File: src/rtl/clkgen_ctrl_if.sv
// Control/status bundle for the serial-clock generator: config handshake,
// start/stop commands and the generated clock with its edge strobes.
interface clkgen_ctrl_if #(
  parameter int DIV_BITS = 16,
  parameter int CNT_BITS = 8
);
  logic [DIV_BITS-1:0] in_cfg_half;
  logic                in_cfg_valid;
  logic                out_cfg_ready;
  logic [CNT_BITS-1:0] in_burst_len;
  logic                in_start;
  logic                in_stop;
  logic                out_clk;
  logic                out_rise;
  logic                out_fall;
  logic                out_busy;
  logic                out_done;

  modport master (
    output in_cfg_half, in_cfg_valid, in_burst_len, in_start, in_stop,
    input  out_cfg_ready, out_clk, out_rise, out_fall, out_busy, out_done
  );

  modport slave (
    input  in_cfg_half, in_cfg_valid, in_burst_len, in_start, in_stop,
    output out_cfg_ready, out_clk, out_rise, out_fall, out_busy, out_done
  );
endinterface

File: src/rtl/clkgen_ctrl.sv
// Programmable serial-clock generator: divides in_clk by a half-period and runs
// continuously or for a burst; config changes and stops land on period boundaries.
module clkgen_ctrl #(
  parameter int          DIV_BITS     = 16,
  parameter int          CNT_BITS     = 8,
  parameter int          DEFAULT_HALF = 2500,
  parameter logic        CLK_INIT     = 1'b0
) (
  input  logic          in_clk,
  input  logic          in_rst,
  clkgen_ctrl_if.slave  bus
);
  typedef enum logic {IDLE, RUN} state_t;

  state_t              state_reg, state_next;
  logic [DIV_BITS-1:0] half_reg, half_next;
  logic [DIV_BITS-1:0] hcnt_reg, hcnt_next;
  logic [CNT_BITS-1:0] pcnt_reg, pcnt_next;
  logic [CNT_BITS-1:0] len_reg, len_next;
  logic                pend_reg, pend_next;
  logic [DIV_BITS-1:0] pend_half_reg, pend_half_next;
  logic                stop_reg, stop_next;
  logic                clk_reg, clk_next;
  logic                rise_reg, rise_next;
  logic                fall_reg, fall_next;
  logic                done_reg, done_next;

  logic [DIV_BITS-1:0] half_eff;
  logic [DIV_BITS-1:0] term;
  logic [CNT_BITS-1:0] pcnt_inc;
  logic                cfg_ready;
  logic                cfg_fire;
  logic                toggle;
  logic                complete;
  logic                end_run;

  // A programmed half-period of zero behaves as one.
  assign half_eff  = (half_reg == '0) ? DIV_BITS'(1) : half_reg;
  assign term      = half_eff - DIV_BITS'(1);
  assign pcnt_inc  = (pcnt_reg == '1) ? pcnt_reg : pcnt_reg + CNT_BITS'(1);
  assign cfg_ready = (state_reg == IDLE) || !pend_reg;
  assign cfg_fire  = bus.in_cfg_valid && cfg_ready;
  assign toggle    = (state_reg == RUN) && (hcnt_reg == term);
  assign complete  = toggle && (clk_reg != CLK_INIT);
  assign end_run   = complete && (stop_reg || bus.in_stop ||
                     ((len_reg != '0) && (pcnt_inc == len_reg)));

  always_ff @(posedge in_clk) begin
    if (in_rst) begin
      state_reg     <= IDLE;
      half_reg      <= DIV_BITS'(DEFAULT_HALF);
      hcnt_reg      <= '0;
      pcnt_reg      <= '0;
      len_reg       <= '0;
      pend_reg      <= 1'b0;
      pend_half_reg <= '0;
      stop_reg      <= 1'b0;
      clk_reg       <= CLK_INIT;
      rise_reg      <= 1'b0;
      fall_reg      <= 1'b0;
      done_reg      <= 1'b0;
    end else begin
      state_reg     <= state_next;
      half_reg      <= half_next;
      hcnt_reg      <= hcnt_next;
      pcnt_reg      <= pcnt_next;
      len_reg       <= len_next;
      pend_reg      <= pend_next;
      pend_half_reg <= pend_half_next;
      stop_reg      <= stop_next;
      clk_reg       <= clk_next;
      rise_reg      <= rise_next;
      fall_reg      <= fall_next;
      done_reg      <= done_next;
    end
  end

  always_comb begin
    state_next     = state_reg;
    half_next      = half_reg;
    hcnt_next      = hcnt_reg;
    pcnt_next      = pcnt_reg;
    len_next       = len_reg;
    pend_next      = pend_reg;
    pend_half_next = pend_half_reg;
    stop_next      = stop_reg;
    clk_next       = clk_reg;
    rise_next      = 1'b0;
    fall_next      = 1'b0;
    done_next      = 1'b0;

    case (state_reg)
      IDLE: begin
        if (cfg_fire) half_next = bus.in_cfg_half;
        if (bus.in_start) begin
          state_next = RUN;
          hcnt_next  = '0;
          pcnt_next  = '0;
          len_next   = bus.in_burst_len;
          stop_next  = bus.in_stop;
          clk_next   = CLK_INIT;
        end
      end
      RUN: begin
        hcnt_next = toggle ? '0 : hcnt_reg + DIV_BITS'(1);
        if (bus.in_stop) stop_next = 1'b1;
        if (toggle) begin
          clk_next  = ~clk_reg;
          rise_next = ~clk_reg;
          fall_next = clk_reg;
        end
        if (complete) begin
          pcnt_next = pcnt_inc;
          if (pend_reg) begin
            half_next = pend_half_reg;
            pend_next = 1'b0;
          end
        end
        if (end_run) begin
          state_next = IDLE;
          stop_next  = 1'b0;
          done_next  = 1'b1;
        end
        // A config taken on the final boundary has no later boundary, so load it now.
        if (cfg_fire) begin
          if (end_run) begin
            half_next = bus.in_cfg_half;
          end else begin
            pend_next      = 1'b1;
            pend_half_next = bus.in_cfg_half;
          end
        end
      end
      default: state_next = IDLE;
    endcase
  end

  assign bus.out_cfg_ready = cfg_ready;
  assign bus.out_clk       = clk_reg;
  assign bus.out_rise      = rise_reg;
  assign bus.out_fall      = fall_reg;
  assign bus.out_busy      = (state_reg == RUN);
  assign bus.out_done      = done_reg;
endmodule

File: src/flat_wrapper.sv
// flat-port wrapper written by rule: the top's interface ports become plain ports
module clkgen_ctrl_flat 
#(
  parameter int          DIV_BITS     = 16,
  parameter int          CNT_BITS     = 8,
  parameter int          DEFAULT_HALF = 2500,
  parameter logic        CLK_INIT     = 1'b0
)
  (in_clk, in_rst, bus_in_cfg_half, bus_in_cfg_valid, bus_in_burst_len, bus_in_start, bus_in_stop, bus_out_cfg_ready, bus_out_clk, bus_out_rise, bus_out_fall, bus_out_busy, bus_out_done);
  clkgen_ctrl_if #(.DIV_BITS(DIV_BITS), .CNT_BITS(CNT_BITS)) bus_i ();
  input  logic in_clk;
  input  logic in_rst;
  input wire logic [$bits(bus_i.in_cfg_half)-1:0] bus_in_cfg_half;
  input wire logic [$bits(bus_i.in_cfg_valid)-1:0] bus_in_cfg_valid;
  input wire logic [$bits(bus_i.in_burst_len)-1:0] bus_in_burst_len;
  input wire logic [$bits(bus_i.in_start)-1:0] bus_in_start;
  input wire logic [$bits(bus_i.in_stop)-1:0] bus_in_stop;
  output wire logic [$bits(bus_i.out_cfg_ready)-1:0] bus_out_cfg_ready;
  output wire logic [$bits(bus_i.out_clk)-1:0] bus_out_clk;
  output wire logic [$bits(bus_i.out_rise)-1:0] bus_out_rise;
  output wire logic [$bits(bus_i.out_fall)-1:0] bus_out_fall;
  output wire logic [$bits(bus_i.out_busy)-1:0] bus_out_busy;
  output wire logic [$bits(bus_i.out_done)-1:0] bus_out_done;
  assign bus_i.in_cfg_half = bus_in_cfg_half;
  assign bus_i.in_cfg_valid = bus_in_cfg_valid;
  assign bus_i.in_burst_len = bus_in_burst_len;
  assign bus_i.in_start = bus_in_start;
  assign bus_i.in_stop = bus_in_stop;
  assign bus_out_cfg_ready = bus_i.out_cfg_ready;
  assign bus_out_clk = bus_i.out_clk;
  assign bus_out_rise = bus_i.out_rise;
  assign bus_out_fall = bus_i.out_fall;
  assign bus_out_busy = bus_i.out_busy;
  assign bus_out_done = bus_i.out_done;
  clkgen_ctrl #(.DIV_BITS(DIV_BITS), .CNT_BITS(CNT_BITS), .DEFAULT_HALF(DEFAULT_HALF), .CLK_INIT(CLK_INIT)) u_core (.in_clk(in_clk), .in_rst(in_rst), .bus(bus_i));
endmodule
File: config.mk
export PLATFORM = sky130hd
export DESIGN_NAME = clkgen_ctrl_flat
export DESIGN_NICKNAME = d
export VERILOG_FILES = /design/src/rtl/clkgen_ctrl_if.sv /design/src/rtl/clkgen_ctrl.sv /design/src/flat_wrapper.sv
export SDC_FILE = /design/constraint.sdc
export NUM_CORES = 1
export LEC_CHECK = 0
export BUFFER_PORTS_ARGS = -buffer_cell sky130_fd_sc_hd__buf_2
export CORE_MARGIN = 2
export CORE_UTILIZATION = 45
export CTS_CLUSTER_SIZE = 10
export DETAILED_ROUTE_END_ITERATION = 6
export PLACE_DENSITY = 0.65
export REMOVE_ABC_BUFFERS = 1
export SYNTH_ARGS = -nofsm -noshare
export SYNTH_HDL_FRONTEND = slang
export SYNTH_SLANG_ARGS = --single-unit
File: constraint.sdc
create_clock -name in_clk -period 6.5 [get_ports in_clk]
set_clock_uncertainty 0.05 [all_clocks]
set_input_delay 1.3 -clock in_clk [delete_from_list [all_inputs] [get_ports in_clk]]
set_output_delay 1.3 -clock in_clk [all_outputs]
set_load 0.02 [all_outputs]
-- After elaboration in Yosys (flattened, before gate mapping)
Cells that the tools add are included.
- multiplexer cells: 28
- add/sub/neg operators: 3
- reduce and logical (&&, ||, !) cells: 18
- equality and inequality tests: 8
- bitwise gates (word level): 4
- operators with widths (kind ; count):
    $mux W16 ; 8
    $pmux W16 S2 ; 2
    $mux W8 ; 3
    $add A16 B1 Y16 const B ; 1
    $eq A16 B16 Y1 ; 1
    $logic_not A16 Y1 ; 1
    $pmux W8 S2 ; 1
    $sub A16 B1 Y16 const B ; 1
    $mux W1 ; 11
    $add A8 B1 Y8 const B ; 1
    $eq A8 B8 Y1 ; 1
    $eq A8 B8 Y1 const B ; 1
    $reduce_and A2 Y1 ; 4
    $reduce_bool A8 Y1 ; 1
    $ne A2 B2 Y1 const B ; 3
    $pmux W1 S2 ; 3
    $logic_and A1 B1 Y1 ; 5
    $not A1 Y1 ; 4
    $logic_or A1 B1 Y1 ; 3
    $ne A3 B3 Y1 const B ; 1
    $reduce_and A3 Y1 ; 1
    $reduce_or A3 Y1 ; 1
    $ne A2 B1 Y1 const B ; 1
    $reduce_or A2 Y1 ; 1
    $logic_not A1 Y1 ; 1
- logic and storage cells: 73
- register bits: 71
- output and inout bits: 6

-- Logic depth before layout (Yosys ltp)
Gate-level depths: netlist of run 1.
- depth after elaboration: 10
- mapped depth: 17
- depth with buffers taken out: 14

-- Worst setup path after synthesis of run 1
Ideal clock, no wire load.
- path kind: flip-flop to flip-flop
- start point: register u_core.half_reg[4]
- end point: register u_core.half_reg[0]
- arrival time: 3.336 ns
- path buffers: 2
- data required time: 6.320 ns
- slack: 2.984 ns
- stages on the path, launching flop included: 17
- library setup time: 0.130 ns
- path through: dfxtp_1 -> buf_2 -> nor4_4 -> nand4_1 -> nor2_1 -> nor2_1 -> ha_1 -> xor2_1 -> o211ai_1 -> a2111oi_2 -> nand4b_1 -> nor4_1 -> and4_1 -> nand4_4 -> buf_6 -> mux2i_1 -> o22ai_1
- cells in the longest elaborated chain, start to end: 10
- elaborated cells between the ends (all ways): 11
- those cells by class: add/sub (1); eq/ne (1); mux (5); reduce/logical (4)
- ends and longest elaborated chain (element ; line ; source):
    start: declaration ; clkgen_ctrl.sv:16 ; logic [DIV_BITS-1:0] half_reg, half_next;
    start signal: assignment ; clkgen_ctrl.sv:51 ; half_reg <= DIV_BITS'(DEFAULT_HALF);
    start signal: assignment ; clkgen_ctrl.sv:64 ; half_reg <= half_next;
    $logic_not A16 Y1 ; clkgen_ctrl.sv:38 ; assign half_eff = (half_reg == '0) ? DIV_BITS'(1) : half_reg;
    $mux W16 (*) ; clkgen_ctrl.sv:38 ;
    $sub A16 B1 Y16 (*) ; clkgen_ctrl.sv:39 ; assign term = half_eff - DIV_BITS'(1);
    $eq A16 B16 Y1 (*) ; clkgen_ctrl.sv:43 ; assign toggle = (state_reg == RUN) && (hcnt_reg == term);
    $logic_and A1 B1 Y1 (*) ; clkgen_ctrl.sv:43 ;
    $logic_and A1 B1 Y1 (*) ; clkgen_ctrl.sv:44 ; assign complete = toggle && (clk_reg != CLK_INIT);
    $mux W16 / $logic_and A1 B1 Y1 (equally long branches) ; clkgen_ctrl.sv:112, clkgen_ctrl.sv:45 ;
    $mux W16 ; clkgen_ctrl.sv:126 ; if (end_run) begin
    $mux W16 (*) ; clkgen_ctrl.sv:125 ; if (cfg_fire) begin
    $pmux W16 S2 (*) ; clkgen_ctrl.sv:92 ; case (state_reg)
Mark *: on every way between the ends. The rest lies on a longest branch, timed or not.
A chain may end at the register's enable or synchronous reset.

-- Worst setup path in the final report of run 1
- start point: register u_core.half_reg[8]
- end point: register u_core.half_reg[15]
The elaborated chain is that of the path after synthesis.

==> impl_summary.txt, run 1 <==
----------------------------------------------------
[STA]
  RSZ-0062 raised after global routing ... no
  Final Max Tran Viols ... 0
  Worst slew margin ... 0.428
  Setup violations, final ... 0
  Final Hold Vio Count ... 0
  TNS Setup ... 0 ns
  Final Critical Period ... approximately 4.2 ns
  Transition at the pin with the smallest max-transition slack ... about 0.86 ns
  Fmax ... 239 MHz
  Final cycle utilization of the critical path ... 0.643
  Min Hold Slack ... 0.441 ns

[Clock tree]
  Post-CTS setup-driven buffer insertion count ... 0
  Worst-Skew Late Latency ... around 0.35 ns
  Number of buffers created by CTS ... 9
  Clock sink total ... 71
  Deepest level of the CTS H-tree ... 3
  Clock tree from TritonCTS ... yes
  Hold_buf cts ... 0
  Maximum buffer depth of the clock tree ... 2
  Clock tree root buffer cell ... clkbuf_8
  Resize count post-CTS ... 0
  Clock transition at the registers of the reported paths ... ~0.080 ns

[Drt]
  Total wirelength of the detailed-routed design ... about 11000 µm
  WL per Instance ... approximately 17 µm
  DRC violation count after routing ... 0
  Violation count after the first detailed-routing iteration ... 315
  Residual antenna-violating net count after detailed routing ... 0
  DR WL met2 ... 4540 µm
  TritonRoute pass-1 iters ... 5
  Post-detailed-route via-to-cell ratio ... roughly 6.0
  Highest routing layer actually used ... met4
  Overall via count from detail_route ... just under 4000
  Length of routed wiring on met1 ... between 5000 and 6000 µm
  Detailed route wirelength on metal3 ... 793 µm

[Floorplanning]
  Count of standard-cell rows ... 35
  Core region area ... approximately 9300 µm²
  IO Pins ... 35
  Chip width ... ~100 µm
  Height of the die ... 102 µm
  Initial Utilization ... 0.467
  Total Die Area ... 10500 µm²

[Worst setup path]
  CP Data Required Time ... between 6 and 7 ns
  Worst Path Arrival ... 4.35 ns
  Nature of the critical path startpoint ... flip-flop
  CP max stage cell ... and3_1
  Element type at the critical path end ... flip-flop
  Maximum fanout along the worst path ... 16
  Cells along the critical path ... nor4_2 > nand4_1 > nor2_1 > nor2_1 > ha_1 > xor2_1 > o211ai_1 > a2111oi_2 > nand4b_1 > nor4_2 > and3_1 > nand3_1 > nand2b_1 > o22ai_1
  Type of the worst setup path ... flip-flop to flip-flop
  Delay of the slowest critical-path stage ... approximately 0.57 ns

[Cells and area]
  Most common cell after layout, fill and taps aside ... dfxtp_1
  Layout Nets ... 560
  Area Overhead vs Synth ... 8.36%
  Layout cells sized above 1 ... 0.139
  Leading cell types in the layout, fill and taps excluded ... dfxtp_1, nor2_1, a21oi_1, mux2i_1
  Post-Layout Cell Count ... around 660
  Number of diodes ... 0

[Synthesis]
  Count of flip-flops with a built-in enable after synthesis ... 0
  Main combinational cell family by area after synthesis ... simple AND/OR/NAND/NOR gates
  Compound-Gate Fraction of Synth Area ... 0.188
  Post-synthesis mux area share ... 0.0876
  Async set-or-reset flop fraction in the synthesized netlist ... 0
  Post-synthesis cell type count ... between 70 and 80
  Share of synthesized area occupied by flip-flops and latches ... 0.326
  Post-synthesis instance total ... ~520
  Xor-xnor portion of the synthesized cell area ... 0.0491
  Yosys warning total ... 0
  Predominant post-synthesis flop cell ... dfxtp_1
  Area of the mapped netlist ... ~4400 µm²
  Average cell area after synthesis ... 8.42 µm²
  Area share of and/or/nand/nor cells after synthesis ... 0.294
  Synth Register Bits ... 71
  Arithmetic-cell share of the synthesized area counting full adders, half adders and majority gates ... 0.00862

[Power]
  Power Dens Cells ... around 210 nW/µm²
  Leakage component of the power ... roughly 1.8 nW
  Peak VDD IR ... around 0.14 mV
  Power consumption ... 0.000998 W

[Global routing]
  Pin count of the biggest net entering global routing ... 55
  Number of global-route vias before repair ... between 3000 and 4000
  Total GRT Usage ... 0.219
  Number of antenna violations at the first check in global routing ... 0
  Total overflow reported by the global router ... 0
  Wire length of the first global-routing pass ... roughly 18000 µm

[Flow run]
  Number of max-cap violations ... 0

[Place]
  Hpwl dp ... approximately 7900 µm
  Dpl cells ... about 650
  Final GP Congestion ... about 0.93
  Number of buffers added on ports ... 34

[Worst hold path]
  Worst min-delay path class ... flip-flop to flip-flop

[Outcome]
  Status ... completed

----------------------------------------------------
metal layers:
metal | up-vias | GRT usage
li1 | 1962 | -
met1 | 1868 | 0.331
met4 | 0 | 0.0585
met3 | 10 | 0.0506
met2 | 137 | 0.312
met5 | - | 0
final timing paths:
check	end	cells past startpoint	slack, ns	start
max	u_core.half_reg[15]	14	2.32	u_core.half_reg[8]
min	u_core.len_reg[1]	2	0.44	u_core.len_reg[1]
max reg2reg	u_core.half_reg[15]	14	2.32	u_core.half_reg[8]
min reg2reg	u_core.len_reg[1]	2	0.44	u_core.len_reg[1]
area by class of cell:
type,count,area [µm²]
tap,129,161
clock inverter,6,67.6
clock buffer,10,138
multi-input combinational,405,2730
inverter,6,22.5
fill,909,4610
timing repair buffer,35,178
sequential,71,1420
critical path: cells and delay by family (launching register included):
| family | cells | cell delay (ns) |
|---|---|---|
| AO/OA/AOI/OAI | 3 | 0.55 |
| AND/OR/NAND/NOR | 9 | 2.52 |
| adder cells (fa/ha/maj) | 1 | 0.31 |
| XOR/XNOR | 1 | 0.18 |
| flip-flops | 1 | 0.44 |
power breakdown:
| part | leakage [nW] | internal (W) | switching (W) |
|---|---|---|---|
| Combinational | 1.12 | 0.0000592 | 0.0000794 |
| Clock | 0.0993 | 0.000190 | 0.000185 |
| Sequential | 0.579 | 0.000452 | 0.0000316 |
kinds of logic after synthesis:
| group | after synthesis |
|---|---|
| muxes | 38 |
| DFF | 71 |
| xor gates and xnor gates | 22 |
| buffers and inverters | 41 |
| and+or+nand+nor | 216 |
| AOI/OAI and AO/OA | 126 |
| adders and majority gates | 3 |
per-stage QoR:
step	setup WS, ns	util	cell area (µm²)
finish	2.32	0.506	4720
global route	1.93	0.506	4720
floorplan	2.94	-	4180
global placement	2.51	0.484	4510
CTS	2.35	0.506	4720
detailed placement	2.37	0.484	4510
Yosys cell counts (7+ instances only):
library cell,number,area [µm²]
nand3_1,14,70.1
and3_1,15,93.8
nor4_1,8,50.1
nor3_1,16,80.1
dfxtp_1,71,1420
xnor2_1,14,123
o22ai_1,12,75.1
clkbuf_1,22,82.6
a21oi_1,38,190
nand4_1,7,43.8
a31oi_1,14,87.6
or4_1,7,52.6
o21ai_0,14,70.1
nor2_1,50,188
mux2i_1,37,370
nand2_1,34,128
or3_1,16,100
No activity file was read; power rests on OpenSTA's default activity.
==> run 2, diff against run 1 <==
ABC_AREA = 1   (was not set)
clock period = 4.4 ns   (was 6.5 ns; I/O delays follow)
==> impl_summary.txt, run 2 <==
----------------------------------------------------
[Outcome]
  Status ... completed

[Drt]
  Residual antenna-violating net count after detailed routing ... 0
  Violation count after the first detailed-routing iteration ... a little under 300
  Length of routed wiring on met1 ... about 6000 µm
  Post-detailed-route via-to-cell ratio ... 5.22
  DRC violation count after routing ... 0
  Overall via count from detail_route ... roughly 4600
  DR WL met2 ... between 5000 and 6000 µm
  WL per Instance ... 13.8 µm
  TritonRoute pass-1 iters ... 5
  Total wirelength of the detailed-routed design ... approximately 12000 µm
  Highest routing layer actually used ... met4
  Detailed route wirelength on metal3 ... approximately 640 µm

[Place]
  Number of buffers added on ports ... 34
  Pre-CTS worst setup slack ... between 0.9 and 1 ns
  Final GP Congestion ... slightly above 0.9
  Hpwl dp ... ~9200 µm

[Worst setup path]
  Element type at the critical path end ... flip-flop
  Delay of the slowest critical-path stage ... 0.54 ns
  Maximum fanout along the worst path ... 21
  Nature of the critical path startpoint ... flip-flop
  Cells along the critical path ... nor2_4 > nand2_2 > nor2_2 > nand2_2 > nand2_1 > inv_1 > ha_1 > nand2_2 > nor2_4 > nand4_2 > xnor2_1 > nand2_1 > nor2_1 > nand3_2 > nor2_4 > nand4_4 > nand2_4 > nand2_4 > or2_0 > nand3_1 > nand2_1
  Type of the worst setup path ... flip-flop to flip-flop
  CP max stage cell ... dfxtp_1
  CP Data Required Time ... between 4 and 5 ns
  Worst Path Arrival ... between 3 and 4 ns

[Worst hold path]
  Worst min-delay path class ... flip-flop to flip-flop

[Synthesis]
  Async set-or-reset flop fraction in the synthesized netlist ... 0
  Average cell area after synthesis ... approximately 6.5 µm²
  Post-synthesis cell type count ... roughly 40
  Predominant post-synthesis flop cell ... dfxtp_1
  Area of the mapped netlist ... around 4700 µm²
  Post-synthesis instance total ... approximately 720
  Share of synthesized area occupied by flip-flops and latches ... 0.303
  Top-area cell type share of the netlist area ... 0.303
  Synth Register Bits ... between 70 and 80
  Main area contributors after synthesis ... dfxtp_1, nand2_1, nand3_1
  Post-synthesis cell type with the largest combined area ... dfxtp_1
  List of most frequent post-synthesis cells ... nand2_1, inv_1, nand3_1, dfxtp_1, nor2_1
  Count of flip-flops with a built-in enable after synthesis ... 0
  Yosys warning total ... 0
  Most common cell in the netlist ... nand2_1

[STA]
  Final WS setup ... between 0.8 and 0.9 ns
  Final cycle utilization of the critical path ... 0.810
  RSZ-0062 raised after global routing ... no
  Final Max Tran Viols ... 0
  Fmax ... 281 MHz
  Final Hold Vio Count ... 0
  TNS Setup ... 0 ns
  Worst slew margin ... 0.465
  Final Critical Period ... between 3 and 4 ns
  Setup violations, final ... 0
  Transition at the pin with the smallest max-transition slack ... roughly 0.8 ns

[Clock tree]
  Deepest level of the CTS H-tree ... 3
  Clock tree from TritonCTS ... yes
  Post-CTS setup-driven buffer insertion count ... 0
  Hold_buf cts ... 0
  Number of buffers created by CTS ... 9
  Resize count post-CTS ... 0
  Clock sink total ... 71
  Maximum buffer depth of the clock tree ... 2
  Worst-Skew Late Latency ... 0.36 ns
  Clock tree root buffer cell ... clkbuf_8
  Clock transition at the registers of the reported paths ... 0.08 ns

[Cells and area]
  Layout Nets ... approximately 780
  Share of the core filled with cells in the final layout ... 0.504
  Leading cell types in the layout, fill and taps excluded ... nand2_1, inv_1, nand3_1, dfxtp_1, nor2_1
  Number of diodes ... 0
  Area Overhead vs Synth ... 9.87%
  Layout cells sized above 1 ... 0.149
  Most common cell after layout, fill and taps aside ... nand2_1

[Floorplanning]
  Count of standard-cell rows ... 37
  Total Die Area ... 11300 µm²
  Initial Utilization ... 0.458
  Core region area ... a little over 10000 µm²
  IO Pins ... 35
  Chip width ... 106 µm
  Height of the die ... 106 µm

[Global routing]
  Number of global-route vias before repair ... about 4300
  Number of antenna violations at the first check in global routing ... 0
  Wire length of the first global-routing pass ... 20800 µm
  Total GRT Usage ... 0.231
  Total overflow reported by the global router ... 0
  Pin count of the biggest net entering global routing ... 29

[Power]
  Peak VDD IR ... between 0.15 and 0.2 mV
  Power Dens Cells ... 328 nW/µm²
  Leakage component of the power ... roughly 2.3 nW

[Flow run]
  Number of max-cap violations ... 0

----------------------------------------------------
run 2: cell type report:
cell class,count,area [µm²]
fillers,1041,5080
multi-input cells,531,2750
flip-flops and latches,71,1420
inverters,96,365
repair buffers,37,193
well taps,136,170
clock buffers,11,151
clock inverters,5,104
run 2: layer usage:
metal,up-vias,global-route usage
met1,2128,0.333
met2,116,0.349
met3,13,0.0466
met4,0,0.0630
li1,2372,-
met5,-,0
run 2: final timing paths:
kind         slack (ns)                       to               startpoint  depth (start not counted)
max                0.84       u_core.half_reg[7]       u_core.half_reg[9]                         21
min                0.41  u_core.pend_half_reg[6]  u_core.pend_half_reg[6]                          2
max reg2reg        0.84       u_core.half_reg[7]       u_core.half_reg[9]                         21
min reg2reg        0.41  u_core.pend_half_reg[6]  u_core.pend_half_reg[6]                          2
run 2: stage by stage:
step	total power (W)	hold WS, ns	std cells	instance area [µm²]
final	0.00169	0.413	887	5150
after detailed placement	0.00102	0.405	871	4900
after floorplan	0.000938	0.382	698	4540
after global routing	0.00178	0.435	887	5150
after global placement	0.00102	0.401	871	4900
after CTS	0.00170	0.415	887	5150
run 2: worst max-delay path: cells and delay by family, from the launching register on:
| kind | cells | cell delay (ns) |
|---|---|---|
| and+or+nand+nor | 18 | 2.34 |
| DFF | 1 | 0.54 |
| xor gates and xnor gates | 1 | 0.25 |
| adders and majority gates | 1 | 0.19 |
| buffers and inverters | 1 | 0.08 |
run 2: cells by family (layout without fill, tap and decap cells):
kind of cell | count (synthesis) | after routing | synth area share
adders and majority gates | 3 | 3 | 0.00800
muxes | 2 | 2 | 0.00480
buffers and inverters | 121 | 149 | 0.111
DFF | 71 | 71 | 0.303
and+or+nand+nor | 394 | 394 | 0.396
xor gates and xnor gates | 28 | 28 | 0.0523
AOI/OAI and AO/OA | 104 | 104 | 0.125
run 2: report_power, final:
group / total [W] / internal [W] / switching [W]
logic: 0.000301 / 0.000105 / 0.000196
registers: 0.000714 / 0.000673 / 0.0000406
clock network: 0.000675 / 0.000408 / 0.000267
total: 0.00169 / 0.00119 / 0.000504
==> run 3, diff against run 2 <==
ABC_AREA = 0   (was 1)
PLACE_DENSITY = 0.67   (was 0.65)
clock period = 3.1 ns   (was 4.4 ns; I/O delays follow)
==> impl_summary.txt, run 3 (synthesis results as in run 1) <==
----------------------------------------------------
[Worst setup path]
  Worst Path Arrival ... 3.85 ns
  Type of the worst setup path ... flip-flop to flip-flop
  Maximum fanout along the worst path ... 11
  Nature of the critical path startpoint ... flip-flop
  Timing startpoint of the critical path ... u_core.half_reg[5]
  Element type at the critical path end ... flip-flop
  CP Data Required Time ... 3.29 ns
  Source of the worst register-to-register timing path ... u_core.half_reg[5]

[Global routing]
  Total GRT Usage ... 0.256
  Met2 track demand over resource in global routing ... 0.402
  Met1 Use GR ... 0.360
  Number of antenna violations at the first check in global routing ... 0
  Wire length of the first global-routing pass ... roughly 21000 µm
  Total overflow reported by the global router ... 0
  Number of global-route vias before repair ... 4181
  Routing layer with the top usage in global route ... met2
  Pin count of the biggest net entering global routing ... 54
  Global-route track usage on met3 ... 0.0451

[Floorplanning]
  Initial Utilization ... 0.467
  Height of the die ... slightly above 100 µm
  Chip width ... just over 100 µm
  Core region area ... 9330 µm²
  Count of standard-cell rows ... 35
  IO Pins ... 35
  Total Die Area ... 10500 µm²

[Clock tree]
  Worst-Skew Late Latency ... around 0.37 ns
  Hold_buf cts ... 0
  Clock sink total ... 71
  Number of buffers created by CTS ... 9
  Maximum buffer depth of the clock tree ... 2
  Deepest level of the CTS H-tree ... 3
  Clock tree root buffer cell ... clkbuf_8
  Clock transition at the registers of the reported paths ... 0.09 ns
  Clock tree from TritonCTS ... yes

[STA]
  Final WS setup ... -0.562 ns
  Final Max Tran Viols ... 0
  Min Hold Slack ... approximately 0.43 ns
  Transition at the pin with the smallest max-transition slack ... between 1 and 1.5 ns
  Setup violations, final ... 63
  Final cycle utilization of the critical path ... 1.18
  Worst slew margin ... 0.220
  RSZ-0062 raised after global routing ... yes
  Final Critical Period ... roughly 3.7 ns
  Fmax ... 273 MHz
  Final Hold Vio Count ... 0

[Place]
  Final GP Congestion ... around 1
  Hpwl dp ... 8890 µm
  Dpl cells ... about 700
  Number of buffers added on ports ... 34

[Drt]
  DRC violation count after routing ... 0
  Residual antenna-violating net count after detailed routing ... 0
  TritonRoute pass-1 iters ... 5
  Violation count after the first detailed-routing iteration ... between 300 and 400
  Overall via count from detail_route ... between 4000 and 5000
  Post-detailed-route via-to-cell ratio ... 6.10
  Total wirelength of the detailed-routed design ... around 13000 µm
  WL per Instance ... around 18 µm

[Cells and area]
  Area Overhead vs Synth ... 27.5%
  Leading cell types in the layout, fill and taps excluded ... dfxtp_1, buf_4, nor2_1, a21oi_1, mux2i_1
  Layout Nets ... approximately 640
  Most common cell after layout, fill and taps aside ... dfxtp_1
  Post-Layout Cell Count ... ~740
  Number of diodes ... 0
  Layout cells sized above 1 ... 0.284

[Outcome]
  Status ... finished with violations
  Violations in the final reports ... negative setup slack

[Power]
  Peak VDD IR ... 0.310 mV
  Power Dens Cells ... between 400 and 500 nW/µm²
  Leakage component of the power ... approximately 2.2 nW

[Worst hold path]
  Worst hold start ... u_core.len_reg[6]
  Worst min-delay path class ... flip-flop to flip-flop

[Flow run]
  Number of max-cap violations ... 0

----------------------------------------------------
run 3: power breakdown:
group	internal [W]	leakage, nW	switching [W]
sequential	0.000949	0.579	0.0000374
clock	0.000378	0.101	0.000399
combinational	0.000219	1.55	0.000253
run 3: layer usage:
layer	routed length, µm	vias to the layer above
met2	6050	173
met5	0	-
met4	268	0
met3	790	35
li1	-	2115
met1	5960	2182
run 3: path summary, 6_finish.rpt:
check,endpoint,slack (ns),cells after the start
setup / recovery,u_core.half_reg[1],-0.56,17
hold / removal,u_core.len_reg[6],0.43,2
setup reg to reg,u_core.half_reg[1],-0.56,17
hold reg to reg,u_core.len_reg[6],0.43,2
run 3: metrics by stage:
stage	utilization	power [W]	area (µm²)	worst slack [ns]	setup TNS [ns]
6_report	0.596	0.00223	5560	-0.562	-24.15
5_1_grt	0.596	0.00232	5560	-0.792	-37.14
4_1_cts	0.578	0.00220	5390	-0.468	-21.16
3_5_place_dp	0.529	0.00138	4930	-0.470	-21.92
3_3_place_gp	0.529	0.00137	4930	-0.305	-12.98
2_1_floorplan	-	0.00122	4180	-0.458	-19.22
run 3: layout make-up:
cell class / instances / area [µm²]
Clock buffer: 10 / 128
Clock inverter: 6 / 70.1
Inverter: 6 / 22.5
Multi-Input combinational cell: 405 / 2890
Timing Repair Buffer: 111 / 857
Sequential cell: 71 / 1420
Tap cell: 129 / 161
Fill cell: 785 / 3770
run 3: critical path: stages, from the launching register on:
cell and delay [ns]:
dfxtp_2 0.34, nor4_4 0.29, nand4_1 0.18, nor2_2 0.15, nor2_1 0.05, ha_2 0.33
xor2_2 0.16, o211ai_1 0.13, a2111oi_2 0.23, nand4b_1 0.19, buf_4 0.18, nor4_2 0.28
and4_4 0.29, nand4_4 0.11, buf_12 0.19, buf_12 0.13, mux2i_1 0.16, o22ai_1 0.10
run 3: repair_timing:
action | CTS | global route
pin swaps | 17 | 15
setup buffers | 14 | 15
endpoints found under the setup margin | 63 | 63
hold endpoints to repair | 0 | 0
gates cloned | 1 | 0
gates resized for setup | 35 | 13
